## config.mk

```make
export PLATFORM = sky130hd
export DESIGN_NAME = uart_reg_responder
export DESIGN_NICKNAME = d
export VERILOG_FILES = /design/src/rtl/uart_reg_responder.sv
export SDC_FILE = /design/constraint.sdc
export NUM_CORES = 1
export LEC_CHECK = 0
export CAP_MARGIN = 20
export CORE_ASPECT_RATIO = 2
export CORE_MARGIN = 2
export CORE_UTILIZATION = 45
export DETAILED_ROUTE_END_ITERATION = 8
export PLACE_DENSITY = 0.68
export RECOVER_POWER = 50
export SETUP_SLACK_MARGIN = 0.4
export SLEW_MARGIN = 10
export SYNTH_ARGS = -nofsm -noshare
export SYNTH_HDL_FRONTEND = slang
export SYNTH_SLANG_ARGS = --single-unit
```

## constraint.sdc

```tcl
create_clock -name clk -period 3.1 [get_ports clk]
set_input_delay 0.465 -clock clk [delete_from_list [all_inputs] [get_ports clk]]
set_output_delay 0.465 -clock clk [all_outputs]
set_load 0.1 [all_outputs]
```

## src/rtl/uart_reg_responder.sv

```systemverilog
// Purpose: decodes A5-framed register read/write commands from a UART byte stream and answers with a 2-byte reply.
// Latency: tx_valid is visible the cycle after the edge that samples the last frame byte.
// Backpressure: none on rx (bytes during a reply are dropped and counted); tx_ready low stalls the reply indefinitely.
module uart_reg_responder #(
    parameter int ADDR_WIDTH     = 4,
    parameter int TIMEOUT_CYCLES = 500000
) (
    input  logic       clk,
    input  logic       rst_n,
    input  logic       rx_tvalid,
    input  logic [7:0] rx_tdata,
    output logic       tx_valid,
    input  logic       tx_ready,
    output logic [7:0] tx_tdata,
    output logic [7:0] reg0,
    output logic       busy,
    output logic [7:0] err_cnt
);

    localparam int DEPTH = 2 ** ADDR_WIDTH;
    localparam int TW    = $clog2(TIMEOUT_CYCLES + 1);

    localparam logic [7:0] SOF     = 8'hA5;
    localparam logic [7:0] RSP_HDR = 8'h5A;
    localparam logic [7:0] ACK     = 8'h00;
    localparam logic [7:0] NAK     = 8'hEE;

    typedef enum logic [2:0] {
        IDLE,
        CMD,
        ADDR,
        DATA,
        RESP_HDR,
        RESP_BODY
    } state_t;

    state_t          state, state_nxt;
    logic            is_write;
    logic [7:0]      addr_q;
    logic [7:0]      body_q;
    logic [7:0]      regs [DEPTH];
    logic [7:0]      err_q;
    logic [TW-1:0]   tmo_q;

    logic            cmd_ld;
    logic            addr_ld;
    logic            body_ld;
    logic [7:0]      body_nxt;
    logic            wr_en;
    logic            err_inc;
    logic            in_frame;
    logic            rx_addr_ok;
    logic            lat_addr_ok;

    // Addresses beyond the bank depth are rejected rather than aliased.
    assign rx_addr_ok  = (rx_tdata >> ADDR_WIDTH) == 8'd0;
    assign lat_addr_ok = (addr_q >> ADDR_WIDTH) == 8'd0;
    assign in_frame    = (state == CMD) || (state == ADDR) || (state == DATA);

    // State register.
    always_ff @(posedge clk or negedge rst_n) begin
        if (!rst_n) state <= IDLE;
        else        state <= state_nxt;
    end

    // Frame decode, reply selection and inter-byte timeout.
    always_comb begin
        state_nxt = state;
        cmd_ld    = 1'b0;
        addr_ld   = 1'b0;
        body_ld   = 1'b0;
        body_nxt  = ACK;
        wr_en     = 1'b0;
        err_inc   = 1'b0;
        case (state)
            IDLE: begin
                if (rx_tvalid && rx_tdata == SOF) state_nxt = CMD;
            end
            CMD: begin
                if (rx_tvalid) begin
                    if (rx_tdata == 8'h01 || rx_tdata == 8'h02) begin
                        cmd_ld    = 1'b1;
                        state_nxt = ADDR;
                    end else begin
                        body_ld   = 1'b1;
                        body_nxt  = NAK;
                        err_inc   = 1'b1;
                        state_nxt = RESP_HDR;
                    end
                end else if (tmo_q == TW'(TIMEOUT_CYCLES - 1)) begin
                    err_inc   = 1'b1;
                    state_nxt = IDLE;
                end
            end
            ADDR: begin
                if (rx_tvalid) begin
                    addr_ld = 1'b1;
                    if (is_write) begin
                        state_nxt = DATA;
                    end else begin
                        body_ld   = 1'b1;
                        state_nxt = RESP_HDR;
                        if (rx_addr_ok) begin
                            body_nxt = regs[rx_tdata[ADDR_WIDTH-1:0]];
                        end else begin
                            body_nxt = NAK;
                            err_inc  = 1'b1;
                        end
                    end
                end else if (tmo_q == TW'(TIMEOUT_CYCLES - 1)) begin
                    err_inc   = 1'b1;
                    state_nxt = IDLE;
                end
            end
            DATA: begin
                if (rx_tvalid) begin
                    body_ld   = 1'b1;
                    state_nxt = RESP_HDR;
                    if (lat_addr_ok) begin
                        wr_en = 1'b1;
                    end else begin
                        body_nxt = NAK;
                        err_inc  = 1'b1;
                    end
                end else if (tmo_q == TW'(TIMEOUT_CYCLES - 1)) begin
                    err_inc   = 1'b1;
                    state_nxt = IDLE;
                end
            end
            RESP_HDR: begin
                err_inc = rx_tvalid;
                if (tx_ready) state_nxt = RESP_BODY;
            end
            RESP_BODY: begin
                err_inc = rx_tvalid;
                if (tx_ready) state_nxt = IDLE;
            end
            default: state_nxt = IDLE;
        endcase
    end

    // Frame context, reply buffer, error counter and silence counter.
    always_ff @(posedge clk or negedge rst_n) begin
        if (!rst_n) begin
            is_write <= 1'b0;
            addr_q   <= 8'h00;
            body_q   <= 8'h00;
            err_q    <= 8'h00;
            tmo_q    <= '0;
        end else begin
            if (cmd_ld)  is_write <= (rx_tdata == 8'h01);
            if (addr_ld) addr_q   <= rx_tdata;
            if (body_ld) body_q   <= body_nxt;
            if (err_inc && err_q != 8'hFF) err_q <= err_q + 8'd1;
            // Counts silent cycles while staying in the same frame state.
            if (in_frame && !rx_tvalid && state_nxt == state) tmo_q <= tmo_q + 1'b1;
            else                                              tmo_q <= '0;
        end
    end

    // Register bank; a write lands on the edge that samples the data byte.
    always_ff @(posedge clk or negedge rst_n) begin
        if (!rst_n) begin
            for (int i = 0; i < DEPTH; i++) regs[i] <= 8'h00;
        end else if (wr_en) begin
            regs[addr_q[ADDR_WIDTH-1:0]] <= rx_tdata;
        end
    end

    assign tx_valid = (state == RESP_HDR) || (state == RESP_BODY);
    assign tx_tdata = (state == RESP_HDR)  ? RSP_HDR :
                      (state == RESP_BODY) ? body_q  : 8'h00;
    assign reg0     = regs[0];
    assign busy     = (state != IDLE);
    assign err_cnt  = err_q;

endmodule

```

==> Implementation_results.wiki, run 1 <==
{| class="wikitable"
! Metric !! Value
|-
| Worst reg2reg path depth || 5
|-
| Antenna violations before repair || 0
|-
| Most area-consuming cells after synthesis || dfrtp_1 52%, mux2_2 18%, mux4_2 11%, xor2_1 2.3%, clkbuf_1 1.4%
|-
| Worst min path class || input pin to register
|-
| Number of synthesis warnings || 0
|-
| Share of layout cells above drive strength 1 || 44.5%
|-
| Post-synthesis to final-layout area growth || 12.9%
|-
| Number of top-level pins || 38
|-
| Final cell count without fillers || 850
|-
| Antenna Cells || 0
|-
| Compound-gate portion of the synthesized area || 3.45%
|-
| CTS Root Buffer Type || clkbuf_16
|-
| Crit path arrival time || 2.16 ns
|-
| Remaining global-route overflow || 0
|-
| Internal power || 0.00396 W
|-
| Clock tree from TritonCTS || built
|-
| Seq pwr share || 41.1%
|-
| Netlist area before placement || 0.00837 sq mm
|-
| Sinks on the clock net || 175
|-
| Largest net degree at the start of global routing || 75
|-
| Largest family of logic cells by synthesized area || multiplexers
|-
| Worst Max-Slew Pin Slew || 1.90 ns
|-
| Final period util || 84.5%
|-
| Number of standard cells after synthesis || 594
|-
| Switch Pwr || 0.00216 W
|-
| Failing checks || capacitance limit, slew limit
|-
| Mux cell area share after synthesis || 28.9%
|-
| Placed wire-length estimate || 13700 microns
|-
| Initial detailed-routing violation count || 226
|-
| Xor and xnor area share after synthesis || 2.72%
|-
| Number of register bits inferred by synthesis || 175
|-
| Maximum achievable frequency || 382 MHz
|-
| Number of vias in the routed layout || 5046
|-
| Vias per std cell || 5.94
|-
| Yosys cell types || 55
|-
| Final wirelength || 18900 microns
|-
| Wire length of the first global-routing pass || 30500 microns
|-
| Worst hold path stage count || 2
|-
| Total die area || 0.0198 sq mm
|-
| First-pass iteration count of the detailed router || 5
|-
| Overall die width || 100 microns
|-
| Worst relative slew slack || -26.9%
|-
| Aggregate global-route resource usage || 20.5%
|-
| Crit Path Category || register to primary output
|-
| Drc violations || 0
|-
| Number of global-route vias before repair || 5495
|-
| Average instance area after synthesis || 14.1 sq um
|-
| CTS clock-pin slew for the worst setup and hold paths || 0.07 ns
|-
| Skew final || 0.00869 ns
|-
| Vertical die dimension || 197 microns
|-
| Cells after DPL || 818
|-
| Total negative setup slack || 0 ns
|-
| Initial Utilization || 45.9%
|-
| Nature of the critical path startpoint || register
|-
| Cell area power density || 648 mW/mm^2
|-
| Critical Path RT || 2.63 ns
|-
| Setup-violating endpoint count in the final report || 0
|-
| Number of H-tree branching levels || 4
|-
| Part of the Yosys area used for sequential elements || 52.3%
|-
| Total CTS buffers || 17
|-
| Static power due to leakage || 4.29 nW
|-
| Post-route minimum period || 2.62 ns
|-
| Adder-Cell Fraction of Synth Area || 0.299%
|-
| Share of synthesized cell area in and, or, nand and nor gates || 9.04%
|-
| Cell Rows || 70
|-
| Post-route ant nets || 0
|-
| EDFF count, synth || 0
|-
| Number of pins exceeding their max-slew limit in the final report || 74
|-
| Area of the core || 0.0182 sq mm
|-
| CP Capture Type || primary output
|-
| Share of the synthesized area in the top cell type || 52.3%
|-
| Logic gate share of total power || 24.0%
|-
| Switching share of total power || 35.3%
|-
| Outcome || finished, violations left
|-
| Worst skew pair latency || 0.42 ns
|-
| Number of buffers on the longest clock path || 2
|-
| Setup repair after global routing missed its margin || no
|-
| Net count, final || 635
|-
| Clock power share || 34.9%
|-
| Count of input and output buffers || 37
|-
| Final hold vios || 0
|-
| Yosys top cell by area || dfrtp_1
|-
| Fraction of registers with async set/reset || 100%
|-
| GPL Wtd Cong || 0.832
|-
| Dominant synthesized flop cell || dfrtp_1
|-
| Max rail drop VDD || 416 uV
|-
| Post-synthesis net count || 608
|-
| DR WL/cell || 22.2 microns
|-
| Max Cap Viol || 1
|-
| Highest net fanout along the worst path || 17
|}
[stage by stage]
step	total power [W]	instance area (sq um)	setup slack [ns]	hold WS [ns]	util, %
final	0.00612	9450	0.479	0.420	51.9
after global routing	0.00634	9450	0.392	0.433	51.9
after CTS	0.00619	9500	0.449	0.0709	52.2
after detailed placement	0.00406	8910	0.118	0.470	48.9
after global placement	0.00403	8910	0.147	0.443	48.9
after floorplan	0.00367	8370	0.323	0.169	-
[area by class of cell]
| type | instances | area (sq um) |
|---|---|---|
| clock inverters | 12 | 134 |
| well taps | 216 | 270 |
| clock buffers | 20 | 457 |
| repair buffers | 58 | 432 |
| fillers | 1511 | 8770 |
| flip-flops and latches | 175 | 4380 |
| inverters | 11 | 41.3 |
| multi-input cells | 358 | 3730 |
[critical path, stage by stage (launching register included)]
cell      delay, ns
dfrtp_1        0.45
clkbuf_1       0.63
and3_2         0.35
buf_4          0.29
[cell usage in the layout (no fill, tap or decap), drive strengths merged, types with 7 or more instances in the layout]
cell type,netlist,routed
and3,7,7
a21oi,7,7
o21ai,11,11
nand2,17,17
mux4,40,40
or3,8,8
nand3,9,9
dfrtp,175,175
nor2,36,36
xor2,22,22
clkdlybuf4s50,0,8
inv,11,13
nand4,7,7
buf,19,34
mux2,135,135
clkbuf,31,36
[cells by family (layout without fill, tap and decap cells)]
kind of cell / Yosys count / in the layout
DFF: 175 / 175
AOI/OAI and AO/OA: 37 / 37
adders and majority gates: 2 / 2
buffers and inverters: 61 / 101
and+or+nand+nor: 118 / 118
muxes: 175 / 175
xor gates and xnor gates: 26 / 26
[Yosys cell counts, types with 3 or more instances]
cell,count
nand2_1,17
and3_1,7
xnor2_1,4
xor2_1,22
nor3_4,4
o221a_2,6
nor2_4,6
mux4_2,40
buf_4,8
buf_2,9
a21oi_1,7
mux2_2,135
nor2_1,24
nand4_1,6
or3_1,7
nor4_1,5
nand3_1,9
dfrtp_1,175
inv_1,11
nand2b_1,3
nor2_2,6
clkbuf_1,31
o21ai_0,10
[sequential cells by signal, indices dropped and copies added, names as in the netlist]
signal	count
regs	120
tmo_q	19
addr_q	8
body_q	8
err_cnt	8
reg0	8
state	3
is_write	1
[timing repair]
action / in CTS / in global routing
hold buffers: 0 / 0
hold endpoints to repair: 0 / 0
buffers inserted: 0 / 0
resized for setup: 0 / 2
setup endpoints to repair: 0 / 8
[worst paths after layout]
check	start	end	slack, ns
worst min-delay path	rx_tdata[1]	is_write	0.42
worst max-delay path	state[0]	tx_tdata[0]	0.48
min in group asynchronous	rst_n	err_cnt[2]	0.54
max in group asynchronous	rst_n	regs[51]	0.98
worst max register to register	addr_q[5]	regs[98]	0.52
worst min register to register	tmo_q[0]	tmo_q[0]	0.48
[layer usage]
metal | vias to the layer above | wire length, microns | track usage [%]
met4 | 0 | 891 | 11.8
met1 | 2679 | 6800 | 22.0
met5 | - | 0 | 0
met3 | 42 | 460 | 2.77
li1 | 2216 | - | -
met2 | 109 | 10800 | 37.7
[power by group through the flow]
stage	registers (W)	clock network [W]	logic, W
finish	0.00252	0.00213	0.00147
global route	0.00253	0.00227	0.00154
CTS	0.00252	0.00218	0.00150
detailed placement	0.00256	0	0.00150
global placement	0.00255	0	0.00148
floorplan	0.00284	0	0.000832
Power figures use the tool's default switching activity.
==> inputs of run 2 (changes only) <==
PLACE_DENSITY = 0.71   (was 0.68)
clock period = 2.4 ns   (was 3.1 ns; I/O delays follow)
==> run 2 against run 1 <==
Effect of this change:
- count of clock-buffer cells in the layout did not move
- the run now ends clean
- first-iteration DRC count fell by 1.8%
- die area stayed put
- cell area increased by 17%
- routed wire length grew 16%
- final cell count is 6.5% higher
- critical path depth rose by 3
- critical endpoint is now err_cnt[4]
- clock skew fell by 0.0022 ns
- register-to-register slack got worse by 0.37 ns
- flip-flop and latch count is the same
==> Implementation_results.wiki, run 2 (synthesis gave the netlist of run 1 again) <==
{| class="wikitable"
! Metric !! Value
|-
| Outcome || finished clean (was finished, violations left)
|-
| CTS Root Buffer Type || clkbuf_16 (unchanged)
|-
| Vertical die dimension || 197 microns (unchanged)
|-
| Placement Cell Area || 0.00966 sq mm (was 0.00891 sq mm)
|-
| Post-synthesis to final-layout area growth || 32.6% (was 12.9%)
|-
| Clock tree from TritonCTS || built (unchanged)
|-
| Highest-delay cell along the critical path || or4b_4 (was clkbuf_1)
|-
| Critical Path RT || 2.75 ns (was 2.63 ns)
|-
| Cells after DPL || 849 (was 818)
|-
| Setup-violating endpoint count in the final report || 0 (unchanged)
|-
| Number of global-route vias before repair || 6181 (was 5495)
|-
| Total die area || 0.0198 sq mm (unchanged)
|-
| Cells traversed along the worst timing path || or4b_4, o41a_1, a211o_4, buf_4, nor4b_4, xor2_1 (was clkbuf_1, and3_2, buf_4)
|-
| Final hold vios || 0 (unchanged)
|-
| Number of pins exceeding their max-slew limit in the final report || 0 (was 74)
|-
| Number of vias in the routed layout || 5415 (was 5046)
|-
| Count of input and output buffers || 37 (unchanged)
|-
| Largest register by flop count || regs (unchanged)
|-
| First-pass iteration count of the detailed router || 4 (was 5)
|-
| Overall die width || 100 microns (unchanged)
|-
| Max rail drop VDD || 522 uV (was 416 uV)
|-
| CTS clock-pin slew for the worst setup and hold paths || 0.07 ns (about the same)
|-
| Number of H-tree branching levels || 4 (unchanged)
|-
| GPL Wtd Cong || 0.854 (was 0.832)
|-
| Cell Rows || 70 (unchanged)
|-
| Final core utilization || 60.9% (was 51.9%)
|-
| Skew final || 0.00654 ns (was 0.00869 ns)
|-
| Final cell count without fillers || 905 (was 850)
|-
| Remaining global-route overflow || 0 (unchanged)
|-
| Sinks on the clock net || 175 (unchanged)
|-
| Post-route ant nets || 0 (unchanged)
|-
| Number of buffer and inverter instances along the worst setup path || 1 (was 2)
|-
| Antenna Cells || 0 (unchanged)
|-
| Number of buffers on the longest clock path || 2 (unchanged)
|-
| Cell area power density || 781 mW/mm^2 (was 648 mW/mm^2)
|-
| Number of top-level pins || 38 (unchanged)
|-
| Antenna violations before repair || 0 (unchanged)
|-
| Final wirelength || 21900 microns (was 18900 microns)
|-
| Worst relative slew slack || 2.28% (was -26.9%)
|-
| Leading cell types in the layout, fill and taps excluded || 168 x dfrtp_1, 128 x mux2_4, 40 x mux4_2 (was 174 x dfrtp_1, 135 x mux2_2, 40 x mux4_2)
|-
| Category of cells accounting for the largest share of critical-path delay || simple AND/OR/NAND/NOR gates (was buffers and inverters)
|-
| Worst hold slack across all endpoints || 0.384 ns (was 0.420 ns)
|-
| Initial detailed-routing violation count || 222 (was 226)
|-
| Area of the core || 0.0182 sq mm (unchanged)
|-
| Final std cell area, no fill || 0.0111 sq mm (was 0.00945 sq mm)
|-
| CP Capture Type || register (was primary output)
|-
| Final period util || 93.7%
|-
| Maximum cell stage delay along the critical path || 0.54 ns (was 0.63 ns)
|-
| Power after layout || 0.00867 W (was 0.00612 W)
|-
| Vias per std cell || 5.98 (was 5.94)
|-
| Maximum achievable frequency || 445 MHz
|-
| Max Cap Viol || 0 (was 1)
|-
| Net count, final || 690 (was 635)
|-
| Static power due to leakage || 4.87 nW (was 4.29 nW)
|-
| Post-route minimum period || 2.25 ns
|-
| Aggregate global-route resource usage || 23.9% (was 20.5%)
|-
| Largest net degree at the start of global routing || 57 (was 75)
|-
| Share of layout cells above drive strength 1 || 54.1% (was 44.5%)
|-
| Leading cell type in the layout, fill and taps excluded || dfrtp_1 (unchanged)
|-
| Drc violations || 0 (unchanged)
|-
| Setup repair after global routing missed its margin || yes (was no)
|-
| Wire length of the first global-routing pass || 35500 microns (was 30500 microns)
|-
| Initial Utilization || 45.9% (unchanged)
|-
| Worst Max-Slew Pin Slew || 1.47 ns (was 1.90 ns)
|-
| Nature of the critical path startpoint || register (unchanged)
|-
| Total CTS buffers || 17 (unchanged)
|-
| Crit path arrival time || 2.60 ns (was 2.16 ns)
|-
| Worst min path class || input pin to register (unchanged)
|-
| Highest net fanout along the worst path || 4 (was 17)
|-
| Max FFs per register || 120 (unchanged)
|-
| Placed wire-length estimate || 14600 microns (was 13700 microns)
|-
| DR WL/cell || 24.2 microns (was 22.2 microns)
|-
| Crit Path Category || register to register (was register to primary output)
|-
| Worst skew pair latency || 0.43 ns (was 0.42 ns)
|-
| Largest regs || regs: 120 flops, tmo_q: 19 flops (unchanged)
|}
run 2: cell count changes in the layout (fill, tap and decap cells not counted), moves of 8 or more:
cell / delta
buf_4: +9
nor2_4: +8
mux2_2: -128
mux2_4: +128
buf_12: +28
buf_6: +16
run 2: cell type report:
cell class | count | area, sq um
repair buffers | 111 | 1260
well taps | 216 | 270
clock buffers | 20 | 467
inverters | 11 | 45.0
multi-input cells | 360 | 4560
clock inverters | 12 | 110
flip-flops and latches | 175 | 4390
fillers | 1275 | 7120
run 2: per-stage QoR:
step                      TNS (ns)  setup slack (ns)
after floorplan                  0             0.200
after global placement       -8.55            -0.127
after detailed placement    -14.99            -0.177
after CTS                        0            0.0871
after global routing             0            0.0663
final                            0             0.152
run 2: where the power goes:
part	leakage (nW)	internal, W	switching (W)	total (W)
Sequential	2.37	0.00310	0.000160	0.00326
Clock	0.280	0.00152	0.00116	0.00268
Combinational	2.22	0.000935	0.00180	0.00273
run 2: worst min-delay path, cell delays in order:
cell     delay, ns
buf_2         0.23
nand2_1       0.10
o21ai_0       0.07
run 2: metal layers:
layer / share of wire (%) / track usage, % / wire length (microns) / vias to the layer above
li1: - / - / - / 2325
met1: 34 / 24.8 / 7440 / 2871
met2: 58 / 44.9 / 12800 / 153
met3: 2.8 / 3.87 / 623 / 66
met4: 4.9 / 12.3 / 1070 / 0
met5: 0 / 0 / 0 / -
run 2: path summary, 6_finish.rpt:
kind	start	endpoint	slack [ns]	cells past startpoint
max	tmo_q[6]	err_cnt[4]	0.15	6
min	rx_tdata[1]	addr_q[1]	0.38	3
max reg2reg	tmo_q[6]	err_cnt[4]	0.15	6
min reg2reg	tmo_q[0]	tmo_q[0]	0.47	1
max in group asynchronous	rst_n	regs[19]	0.37	3
min in group asynchronous	rst_n	err_cnt[1]	0.82	2
run 2: timing repair:
item,CTS,global route
hold endpoints to repair,52,0
setup buffers,15,6
hold buffers,1,0
cloned,2,0
setup endpoints to repair,173,175
pin swaps,28,31
resized for setup,158,25
==> inputs of run 3 (changes only) <==
CAP_MARGIN = default   (was 20)
PLACE_DENSITY = 0.68   (was 0.71)
clock period = 2.44 ns   (was 2.4 ns; I/O delays follow)
==> run 3 against run 2 <==
Effect of this change:
- flip-flop and latch count unchanged
- clock power increased by 13%
- die area unchanged
- cell area decreased by 1.1%
- global-route usage decreased by 1.4 points
- critical path depth increased by 1
- clock skew increased by 0.00097 ns
- sequential power decreased by 2%
- worst hold slack improved by 0.060 ns
==> Implementation_results.wiki, run 3 (synthesis gave the netlist of run 1 again) <==
{| class="wikitable"
! Metric !! Value
|-
| Sinks on the clock net || 175 (unchanged)
|-
| Final hold vios || 0 (unchanged)
|-
| Area used by multi-input combinational logic || 0.00441 sq mm (was 0.00456 sq mm)
|-
| Number of buffers on the longest clock path || 2 (unchanged)
|-
| First-pass iteration count of the detailed router || 4 (unchanged)
|-
| Post-synthesis to final-layout area growth || 31.2% (was 32.6%)
|-
| Crit path arrival time || 2.62 ns (was 2.60 ns)
|-
| Post-route ant nets || 0 (unchanged)
|-
| CTS clock-pin slew for the worst setup and hold paths || 0.06 ns (was 0.07 ns)
|-
| DR WL/cell || 23.0 microns (was 24.2 microns)
|-
| Internal power || 0.00576 W (was 0.00555 W)
|-
| Worst skew pair latency || 0.43 ns (about the same)
|-
| Switching share of total power || 34.0% (was 36.0%)
|-
| Overall die width || 100 microns (unchanged)
|-
| Total negative setup slack || 0 ns (unchanged)
|-
| Number of top-level pins || 38 (unchanged)
|-
| Placement Setup Slack || -0.0882 ns (was -0.177 ns)
|-
| Wire length of the first global-routing pass || 33500 microns (was 35500 microns)
|-
| Number of H-tree branching levels || 4 (unchanged)
|-
| Final wirelength || 20900 microns (was 21900 microns)
|-
| Number of pins exceeding their max-slew limit in the final report || 0 (unchanged)
|-
| Max FFs per register || 120 (unchanged)
|-
| Switch Pwr || 0.00296 W (was 0.00312 W)
|-
| Leading cell types in the layout, fill and taps excluded || 169 x dfrtp_1, 108 x mux2_4, 46 x buf_4 (was 168 x dfrtp_1, 128 x mux2_4, 40 x mux4_2)
|-
| Launching point of the worst reg2reg path || addr_q[5] (was tmo_q[6])
|-
| Worst reg2reg path depth || 7 (was 6)
|-
| Reg-to-reg critical path endpoint || regs[76] (was err_cnt[4])
|-
| Highest net fanout along the worst path || 8 (was 4)
|-
| Smallest setup slack after layout || 0.131 ns (was 0.152 ns)
|-
| Largest register by flop count || regs (unchanged)
|-
| Power after layout || 0.00872 W (was 0.00867 W)
|-
| Remaining global-route overflow || 0 (unchanged)
|-
| Initial Utilization || 45.9% (unchanged)
|-
| Leading cell type in the layout, fill and taps excluded || dfrtp_1 (unchanged)
|-
| Setup-violating endpoint count in the final report || 0 (unchanged)
|-
| Worst min path class || input pin to register (unchanged)
|-
| Vias per std cell || 5.85 (was 5.98)
|-
| GPL Wtd Cong || 0.828 (was 0.854)
|-
| Clock tree from TritonCTS || built (unchanged)
|-
| Worst hold slack across all endpoints || 0.444 ns (was 0.384 ns)
|-
| Max Cap Viol || 0 (unchanged)
|-
| Static power due to leakage || 4.86 nW (was 4.87 nW)
|-
| Number of vias in the routed layout || 5299 (was 5415)
|-
| Cells traversed along the worst timing path || nor4_4, nand4_2, or3_4, buf_12, nor2_4, buf_12, mux2_2 (was or4b_4, o41a_1, a211o_4, buf_4, nor4b_4, xor2_1)
|-
| Cell Rows || 70 (unchanged)
|-
| Maximum achievable frequency || 433 MHz (was 445 MHz)
|-
| Area of the core || 0.0182 sq mm (unchanged)
|-
| Aggregate global-route resource usage || 22.5% (was 23.9%)
|-
| CTS Root Buffer Type || clkbuf_16 (unchanged)
|-
| Setup repair after global routing missed its margin || yes (unchanged)
|-
| Cell area power density || 795 mW/mm^2 (was 781 mW/mm^2)
|-
| Total CTS buffers || 17 (unchanged)
|-
| Crit Path Category || register to register (unchanged)
|-
| Number of global-route vias before repair || 6048 (was 6181)
|-
| Worst hold path stage count || 4 (was 3)
|-
| CP Capture Type || register (unchanged)
|-
| Largest regs || regs: 120 flops, tmo_q: 19 flops (unchanged)
|-
| Launching instance or port of the critical path || addr_q[5] (was tmo_q[6])
|-
| Nature of the critical path startpoint || register (unchanged)
|-
| Vertical die dimension || 197 microns (unchanged)
|-
| Number of fill cells in the layout || 1341 (was 1275)
|-
| Largest net degree at the start of global routing || 54 (was 57)
|-
| Most common cell on crit path || buf_12
|-
| Clock power share || 34.6% (was 30.9%)
|-
| Net count, final || 691 (was 690)
|-
| Maximum cell stage delay along the critical path || 0.41 ns (was 0.54 ns)
|-
| Worst reg-to-reg setup slack || 0.13 ns (was 0.15 ns)
|-
| Antenna violations before repair || 0 (unchanged)
|-
| Outcome || finished clean (unchanged)
|-
| Drc violations || 0 (unchanged)
|-
| Post-route minimum period || 2.31 ns (was 2.25 ns)
|-
| Storage element area || 0.00439 sq mm (about the same)
|-
| Max rail drop VDD || 625 uV (was 522 uV)
|-
| Worst Max-Slew Pin Slew || 1.40 ns (was 1.47 ns)
|-
| Skew final || 0.00752 ns (was 0.00654 ns)
|-
| Initial detailed-routing violation count || 259 (was 222)
|-
| Antenna Cells || 0 (unchanged)
|-
| Hold Path Origin || rx_tdata[5] (was rx_tdata[1])
|-
| Highest-delay cell along the critical path || or3_4 (was or4b_4)
|-
| Placed wire-length estimate || 14200 microns (was 14600 microns)
|-
| Worst relative slew slack || 6.71% (was 2.28%)
|-
| Logic gate share of total power || 28.9% (was 31.5%)
|-
| Sink of the worst hold path || state[1] (was addr_q[1])
|-
| Total die area || 0.0198 sq mm (unchanged)
|-
| Count of input and output buffers || 37 (unchanged)
|-
| Share of layout cells above drive strength 1 || 52.8% (was 54.1%)
|-
| Critical Path RT || 2.75 ns (about the same)
|-
| Final period util || 94.6% (was 93.7%)
|-
| Seq pwr share || 36.6% (was 37.6%)
|}
run 3: cell types whose count changed in the layout (fill, tap and decap cells not counted), sizes merged:
cell           delta
clkinvlp          -1
clkdlybuf4s50     -2
clkinv            -5
a21o              -1
clkbuf            +4
buf               +1
bufinv            +4
inv               -1
dlymetal6s2s      +2
run 3: metal layers:
layer  part of all wire (%)  GRT usage (%)  vias to the layer above
met5                      0              0                        -
li1                       -              -                     2317
met4                    3.8           11.4                        0
met1                     35           23.7                     2820
met3                    2.2           2.98                       48
met2                     59           42.6                      114
run 3: cell type report:
type,instances,share of cell area (%)
multi-input combinational,359,40.2
clock buffer,23,4.35
timing repair buffer,113,11.0
tap,216,2.46
sequential,175,40.0
clock inverter,9,1.63
inverter,11,0.410
run 3: worst max path at each step:
stage / end / slack (ns) / cells past startpoint
detailed placement: regs[111] / -0.09 / 7
CTS: regs[111] / 0.16 / 6
finish: regs[76] / 0.13 / 7
floorplan: tx_tdata[1] / 0.23 / 3
global placement: regs[107] / -0.08 / 7
global route: regs[40] / 0.08 / 3
run 3: what timing repair did:
action	in CTS	in global routing
setup endpoints to repair	172	157
gates resized for setup	127	24
hold buffers	1	0
pin swaps	22	20
endpoints found under the hold margin	49	0
setup buffers	15	3
cloned	1	0
run 3: critical path: cells and delay by family, from the launching register on:
| kind | cells | cell delay, ns |
|---|---|---|
| buf+inv | 2 | 0.31 |
| flops | 1 | 0.40 |
| mux | 1 | 0.33 |
| simple gates | 4 | 1.13 |
run 3: through the flow:
step | cell area (sq um) | util (%) | cells
2_1_floorplan | 8550 | - | 594
3_3_place_gp | 9600 | 52.7 | 854
3_5_place_dp | 9600 | 52.7 | 854
4_1_cts | 10900 | 59.8 | 903
5_1_grt | 11000 | 60.3 | 906
6_report | 11000 | 60.3 | 906
run 3: power by group through the flow:
stage	Combinational [W]	Clock, W	Sequential [W]
2_1_floorplan	0.00117	0	0.00362
3_3_place_gp	0.00232	0	0.00323
3_5_place_dp	0.00235	0	0.00324
4_1_cts	0.00249	0.00306	0.00319
5_1_grt	0.00262	0.00319	0.00320
6_report	0.00252	0.00302	0.00319
